--- src/rtl/zerosoc_pinmux.sv ---
// Pad multiplexer between padring and SoC core: per-pad function select, input
// synchronisation with optional debounce and inversion, pad config, write-once lock.
module zerosoc_pinmux #(
  parameter int                NUM_PADS  = 36,
  parameter int                NUM_FUNC  = 4,
  parameter int                CFG_W     = 8,
  parameter int                DEB_W     = 8,
  parameter logic [DEB_W-1:0]  DEB_RESET = 8'd16,
  parameter logic              ALT_IDLE  = 1'b1
) (
  input  logic                           clk_i,
  input  logic                           rst_ni,
  input  logic                           reg_req_i,
  input  logic                           reg_we_i,
  input  logic [7:0]                     reg_addr_i,
  input  logic [31:0]                    reg_wdata_i,
  output logic [31:0]                    reg_rdata_o,
  output logic                           reg_ack_o,
  input  logic [NUM_PADS-1:0]            pad_din_i,
  output logic [NUM_PADS-1:0]            pad_dout_o,
  output logic [NUM_PADS-1:0]            pad_oen_o,
  output logic [NUM_PADS-1:0]            pad_ie_o,
  output logic [NUM_PADS*CFG_W-1:0]      pad_cfg_o,
  input  logic [NUM_PADS-1:0]            gpio_o,
  input  logic [NUM_PADS-1:0]            gpio_en_i,
  output logic [NUM_PADS-1:0]            gpio_i,
  input  logic [NUM_PADS*(NUM_FUNC-1)-1:0] alt_out_i,
  input  logic [NUM_PADS*(NUM_FUNC-1)-1:0] alt_oe_i,
  output logic [NUM_PADS*(NUM_FUNC-1)-1:0] alt_in_o
);

  localparam int         FW        = NUM_FUNC - 1;
  localparam int         PW        = 4 + CFG_W;
  localparam logic [7:0] ADDR_DEB  = 8'(NUM_PADS);
  localparam logic [7:0] ADDR_LOCK = 8'(NUM_PADS + 1);

  logic [PW-1:0]       padctl_q [NUM_PADS];
  logic [PW-1:0]       padctl_d [NUM_PADS];
  logic [DEB_W-1:0]    debthr_q, debthr_d;
  logic                lock_q, lock_d;
  logic                ack_q;
  logic [31:0]         rdata_q, rdata_d;
  logic                wr_en, rd_en;

  logic [NUM_PADS-1:0] sync1_q, sync2_q;
  logic [NUM_PADS-1:0] filt_q, filt_d;
  logic [DEB_W-1:0]    cnt_q [NUM_PADS];
  logic [DEB_W-1:0]    cnt_d [NUM_PADS];
  logic [NUM_PADS-1:0] s_in;
  logic [1:0]          func [NUM_PADS];
  logic [NUM_PADS-1:0] deb_en, in_inv;

  logic [NUM_PADS-1:0] dout_q, dout_d;
  logic [NUM_PADS-1:0] oen_q, oen_d;
  logic [NUM_PADS-1:0] ie_q;

  logic                unused_wdata;
  assign unused_wdata = ^reg_wdata_i[31:PW];

  assign wr_en = reg_req_i & reg_we_i;
  assign rd_en = reg_req_i & ~reg_we_i;

  // Register file: writes to PADCTL/DEBTHR are dropped while locked, still acked.
  always_comb begin
    for (int p = 0; p < NUM_PADS; p++) begin
      padctl_d[p] = padctl_q[p];
    end
    debthr_d = debthr_q;
    lock_d   = lock_q;
    rdata_d  = '0;

    if (wr_en && !lock_q) begin
      for (int p = 0; p < NUM_PADS; p++) begin
        if (reg_addr_i == 8'(p)) padctl_d[p] = reg_wdata_i[PW-1:0];
      end
      if (reg_addr_i == ADDR_DEB) debthr_d = reg_wdata_i[DEB_W-1:0];
    end
    if (wr_en && reg_addr_i == ADDR_LOCK && reg_wdata_i[0]) lock_d = 1'b1;

    if (rd_en) begin
      for (int p = 0; p < NUM_PADS; p++) begin
        if (reg_addr_i == 8'(p)) rdata_d = 32'(padctl_q[p]);
      end
      if (reg_addr_i == ADDR_DEB)  rdata_d = 32'(debthr_q);
      if (reg_addr_i == ADDR_LOCK) rdata_d = {31'b0, lock_q};
    end
  end

  always_ff @(posedge clk_i or negedge rst_ni) begin
    if (!rst_ni) begin
      for (int p = 0; p < NUM_PADS; p++) begin
        padctl_q[p] <= '0;
      end
      debthr_q <= DEB_RESET;
      lock_q   <= 1'b0;
      ack_q    <= 1'b0;
      rdata_q  <= '0;
    end else begin
      for (int p = 0; p < NUM_PADS; p++) begin
        padctl_q[p] <= padctl_d[p];
      end
      debthr_q <= debthr_d;
      lock_q   <= lock_d;
      ack_q    <= reg_req_i;
      rdata_q  <= rdata_d;
    end
  end

  assign reg_ack_o   = ack_q;
  assign reg_rdata_o = rdata_q;

  always_comb begin
    for (int p = 0; p < NUM_PADS; p++) begin
      func[p]   = padctl_q[p][1:0];
      deb_en[p] = padctl_q[p][2];
      in_inv[p] = padctl_q[p][3];
      s_in[p]   = sync2_q[p] ^ padctl_q[p][3];
    end
  end

  // Debounce: the filter follows s only after it has disagreed for more than
  // DEBTHR consecutive cycles; the count is held while debounce is disabled.
  always_comb begin
    for (int p = 0; p < NUM_PADS; p++) begin
      filt_d[p] = filt_q[p];
      cnt_d[p]  = cnt_q[p];
      if (!deb_en[p]) begin
        filt_d[p] = s_in[p];
      end else if (s_in[p] == filt_q[p]) begin
        cnt_d[p] = '0;
      end else if (cnt_q[p] >= debthr_q) begin
        filt_d[p] = s_in[p];
        cnt_d[p]  = '0;
      end else begin
        cnt_d[p] = cnt_q[p] + DEB_W'(1);
      end
    end
  end

  always_ff @(posedge clk_i or negedge rst_ni) begin
    if (!rst_ni) begin
      sync1_q <= '0;
      sync2_q <= '0;
      filt_q  <= '0;
      for (int p = 0; p < NUM_PADS; p++) begin
        cnt_q[p] <= '0;
      end
    end else begin
      sync1_q <= pad_din_i;
      sync2_q <= sync1_q;
      filt_q  <= filt_d;
      for (int p = 0; p < NUM_PADS; p++) begin
        cnt_q[p] <= cnt_d[p];
      end
    end
  end

  // Function values with no matching alternate fall through to GPIO.
  always_comb begin
    for (int p = 0; p < NUM_PADS; p++) begin
      dout_d[p] = gpio_o[p];
      oen_d[p]  = ~gpio_en_i[p];
      for (int f = 1; f < NUM_FUNC; f++) begin
        if (func[p] == 2'(f)) begin
          dout_d[p] = alt_out_i[p*FW + f - 1];
          oen_d[p]  = ~alt_oe_i[p*FW + f - 1];
        end
      end
    end
  end

  always_comb begin
    for (int p = 0; p < NUM_PADS; p++) begin
      for (int f = 1; f < NUM_FUNC; f++) begin
        alt_in_o[p*FW + f - 1] = (func[p] == 2'(f)) ? filt_q[p] : ALT_IDLE;
      end
      pad_cfg_o[p*CFG_W +: CFG_W] = padctl_q[p][4 +: CFG_W];
    end
  end

  always_ff @(posedge clk_i or negedge rst_ni) begin
    if (!rst_ni) begin
      dout_q <= '0;
      oen_q  <= '1;
      ie_q   <= '1;
    end else begin
      dout_q <= dout_d;
      oen_q  <= oen_d;
      ie_q   <= oen_d;
    end
  end

  assign pad_dout_o = dout_q;
  assign pad_oen_o  = oen_q;
  assign pad_ie_o   = ie_q;
  assign gpio_i     = filt_q;

endmodule
--- config.mk ---
export PLATFORM = sky130hd
export DESIGN_NAME = zerosoc_pinmux
export DESIGN_NICKNAME = d
export VERILOG_FILES = /design/src/rtl/zerosoc_pinmux.sv
export SDC_FILE = /design/constraint.sdc
export NUM_CORES = 2
export LEC_CHECK = 0
export BUFFER_PORTS_ARGS = -buffer_cell sky130_fd_sc_hd__buf_2
export CAP_MARGIN = 20
export CORE_AREA = 2 2 370 372
export DETAILED_ROUTE_END_ITERATION = 16
export DIE_AREA = 0 0 372 374
export PLACE_DENSITY = 0.6
export SLEW_MARGIN = 10
export SYNTH_ARGS = -nofsm -noshare
export SYNTH_HDL_FRONTEND = slang
export SYNTH_SLANG_ARGS = --single-unit
--- constraint.sdc ---
create_clock -name clk_i -period 3.9 [get_ports clk_i]
set_input_delay 0.585 -clock clk_i [delete_from_list [all_inputs] [get_ports clk_i]]
set_output_delay 0.585 -clock clk_i [all_outputs]
set_load 0.02 [all_outputs]
==> flow_metrics.tcl <==
set metrics [dict create \
    final_area_sq_um 61600 \
    grt_pass1_wl_microns 299000 \
    critPathMaxFanout 20 \
    synth.distinct_cells 78 \
    rsz0062_at_grt "no" \
    startpoint_type "flip-flop" \
    hold_path.class "primary input to flip-flop" \
    ys_seq_area_frac 0.456 \
    status "finished, final reports clean" \
    vias 42237 \
    ant_nets 0 \
    root_buffer "clkbuf_16" \
    critPathKind "flip-flop to flip-flop" \
    holdPathStages 1 \
    syn_inst 4445 \
    fp.dieH_microns 374 \
    antenna_found_initial 22 \
    io_pins 941 \
    synth_top_cell_by_area "dfrtp_1" \
    clockBufferDepth 3 \
    tns_ns 0 \
    path_buf_inv 2 \
    track_usage 0.298 \
    cts_tree "yes" \
    critPathArrivalTime_ns 3.92 \
    grt_max_degree 85 \
    netlist.area_leader.share 0.437 \
    path_delay_family "compound AO/OA/AOI/OAI gates" \
    wirelength_microns 212000 \
    holdPathEnd "sync1_q[1]$_DFF_PN0_" \
    grt_overflow 0 \
    area.growth.synth_to_final_pct 21.6 \
    postCtsSetupBuffers 0 \
    synth_ff_type "dfrtp_1" \
    synthArstFlopShare 1.00 \
    wl_per_cell_microns 29.2 \
    crit_chain "clkinv_1, buf_4, ha_1, a21o_1, a21o_1, a21oi_1, o211ai_1, or3b_2, o21ai_0" \
    clkTransAtPathRegs_ns 0.06 \
    drv_cap 0 \
    die_x_microns 372 \
    whs_ns 0.0411 \
    synth_edf_count 0 \
    numCtsBuffers 107 \
    firstDrtPassIters 6 \
    dpl-instance-area_sq_um 57600 \
    drt_iter0_drc 3841 \
    post_drt_via_cell_ratio 5.82 \
    insertion_delay_ns 0.73 \
    slowest_delay_ns 0.55 \
    r2r-start "debthr_q[4]$_DFFE_PN1P_" \
    htreeDepth 3 \
    drive_above_1_share 0.349 \
    first_global_vias 40590 \
    portBuffers 900 \
    report.final.slew_viol_count 0 \
    fillers 12616 \
    tightestPinTransition_ns 1.15 \
    finalClockSkew_ns 0.0359 \
    start_util 0.375 \
    setup_viol 0 \
    dieArea_sq_um 139000 \
    synth-seq-cells 922 \
    cp-end-kind "flip-flop" \
    maxSlewHeadroom 0.216 \
    post-route-period-util 0.843 \
    peakVddDrop_mv 0.340 \
    yosysWarnings 0 \
    timing.rr.end "cnt_q[40]$_DFFE_PN0P_" \
    core-area_sq_um 135000 \
    rows 135 \
    r2r_setup_slack_ns 0.61 \
    fmax_mhz 304 \
    final_util 0.456 \
    synth_top_cells_by_area "dfrtp_1, mux2_2, ha_1, mux4_2, a21o_1" \
    post-dp-hpwl_microns 161000 \
    powerDensity_nw_per_um2 380 \
    drc 0 \
    crit_top_cell "a21o_1" \
    final_hold_viol_count 0 \
    crit_slowest_cell "or3b_2" \
    leakagePower_nw 30.2 \
    nets 6078 \
    power_mw 23.4 \
    postSynthAreaPerCell_sq_um 11.4 \
    clock-sinks 922 \
    min_period_ns 3.29 \
    r2r.worst_path.cells 9 \
    synth_area_sq_um 50600 \
    min_from "pad_din_i[1]" \
    cp_data_required_time_ns 4.53 \
    place.gp.congestion 0.991 \
]
worst register-to-register path, cell delays in order (launching register included):
cell	delay [ns]
dfstp_2	0.53
clkinv_1	0.34
buf_4	0.49
ha_1	0.32
a21o_1	0.17
a21o_1	0.17
a21oi_1	0.19
o211ai_1	0.35
or3b_2	0.55
o21ai_0	0.09
final cells by class:
type / count / area (sq um) / area share
multi-input combinational: 3127 / 25800 / 0.419
sequential: 922 / 23100 / 0.375
timing repair buffer: 1083 / 6230 / 0.101
clock buffer: 149 / 3010 / 0.0488
tap: 1781 / 2230 / 0.0362
clock inverter: 44 / 657 / 0.0107
inverter: 145 / 544 / 0.00884
antenna: 10 / 25.0 / 0.000406
metal layers:
| metal | vias up | share of wire | GRT usage |
|---|---|---|---|
| met2 | 1865 | 0.44 | 0.446 |
| met4 | 8 | 0.045 | 0.125 |
| li1 | 18554 | - | - |
| met5 | - | 0.00022 | 0 |
| met3 | 410 | 0.12 | 0.128 |
| met1 | 21400 | 0.40 | 0.375 |
state kept, by name, summed over array words and instances, names as in the netlist:
register and flops:
reg_rdata_o 12, debthr_q 8, reg_ack_o 1, lock_q 1, pad_ie_o 36, sync1_q 36, pad_dout_o 36, pad_cfg_o 288
in_inv 36, cnt_q 288, func 72, sync2_q 36, gpio_i 36, deb_en 36
Yosys cell counts (all sizes together) (24+ instances only):
cell type	instances
o211ai	79
a22o	113
nand2b	43
nand3	103
o22ai	48
o21ai	241
o2111ai	39
o2bb2ai	93
clkbuf	123
a22oi	32
mux4	85
nor2	151
a21o	172
nand3b	50
or3b	45
nand2	179
a21oi	206
nor3	104
nor2b	117
mux2	484
dfrtp	885
and3	102
xor2	72
buf	147
inv	138
mux2i	24
a221oi	25
ha	324
dfstp	37
cells in the final DEF, fill, tap and decap left out, types with 25 or more instances in the layout:
master         netlist  final
a21o_1             172    172
a21oi_1            206    206
a221oi_1            25     25
a22o_1             113    113
a22oi_1             32     32
and3_1             102    102
buf_2               62    897
buf_4               63    129
clkbuf_1           123     25
clkbuf_16            0    107
dfrtp_1            885    884
dfstp_2             37     37
dlygate4sd3_1        0     36
ha_1               324    324
inv_1              138    131
mux2_2             474    474
mux4_2              85     85
nand2_1            177    177
nand2b_1            43     43
nand3_1            103    103
nand3b_1            50     50
nor2_1             149    147
nor2b_1            117    115
nor3_1              91     83
o2111ai_1           39     39
o211ai_1            79     79
o21ai_0            239    239
o22ai_1             48     48
o2bb2ai_1           93     93
or3b_2              45     45
xor2_1              72     72
through the flow:
step | worst slack [ns] | std cells
floorplan | 1.05 | 4464
global placement | 0.462 | 7021
detailed placement | 0.457 | 7022
CTS | 0.641 | 7251
global route | 0.501 | 7256
finish | 0.611 | 7261
logic make-up after synthesis:
| group | Yosys count | share of synthesized area |
|---|---|---|
| simple gates | 980 | 0.109 |
| mux | 593 | 0.151 |
| buf+inv | 415 | 0.0374 |
| compound gates | 1138 | 0.154 |
| flops | 922 | 0.456 |
| xor+xnor | 72 | 0.0125 |
| fa+ha+maj | 324 | 0.0800 |
| other cells | 1 | 0.0000740 |
worst max-delay path by stage:
| stage | startpoint | endpoint | slack, ns | depth (start not counted) |
|---|---|---|---|---|
| after floorplan | debthr_q[0]$_DFFE_PN0P_ | cnt_q[16]$_DFFE_PN0P_ | 1.05 | 9 |
| after global placement | reg_addr_i[3] | reg_rdata_o[2]$_DFF_PN0_ | 0.46 | 8 |
| after detailed placement | reg_addr_i[2] | reg_rdata_o[6]$_DFF_PN0_ | 0.46 | 8 |
| after CTS | debthr_q[4]$_DFFE_PN1P_ | cnt_q[40]$_DFFE_PN0P_ | 0.64 | 9 |
| after global routing | debthr_q[4]$_DFFE_PN1P_ | cnt_q[237]$_DFFE_PN0P_ | 0.50 | 10 |
| final | debthr_q[4]$_DFFE_PN1P_ | cnt_q[40]$_DFFE_PN0P_ | 0.61 | 9 |
what timing repair did:
action	CTS	global route
hold endpoints to repair	89	0
hold buffers	36	0
endpoints found under the setup margin	0	0
gates resized for setup	0	0
power breakdown:
part | internal (mW) | total (mW) | switching (mW)
Clock | 6.41 | 10.7 | 4.25
Combinational | 0.908 | 2.52 | 1.61
Sequential | 9.86 | 10.2 | 0.388
Note: power is estimated with default switching activity, not from simulation.
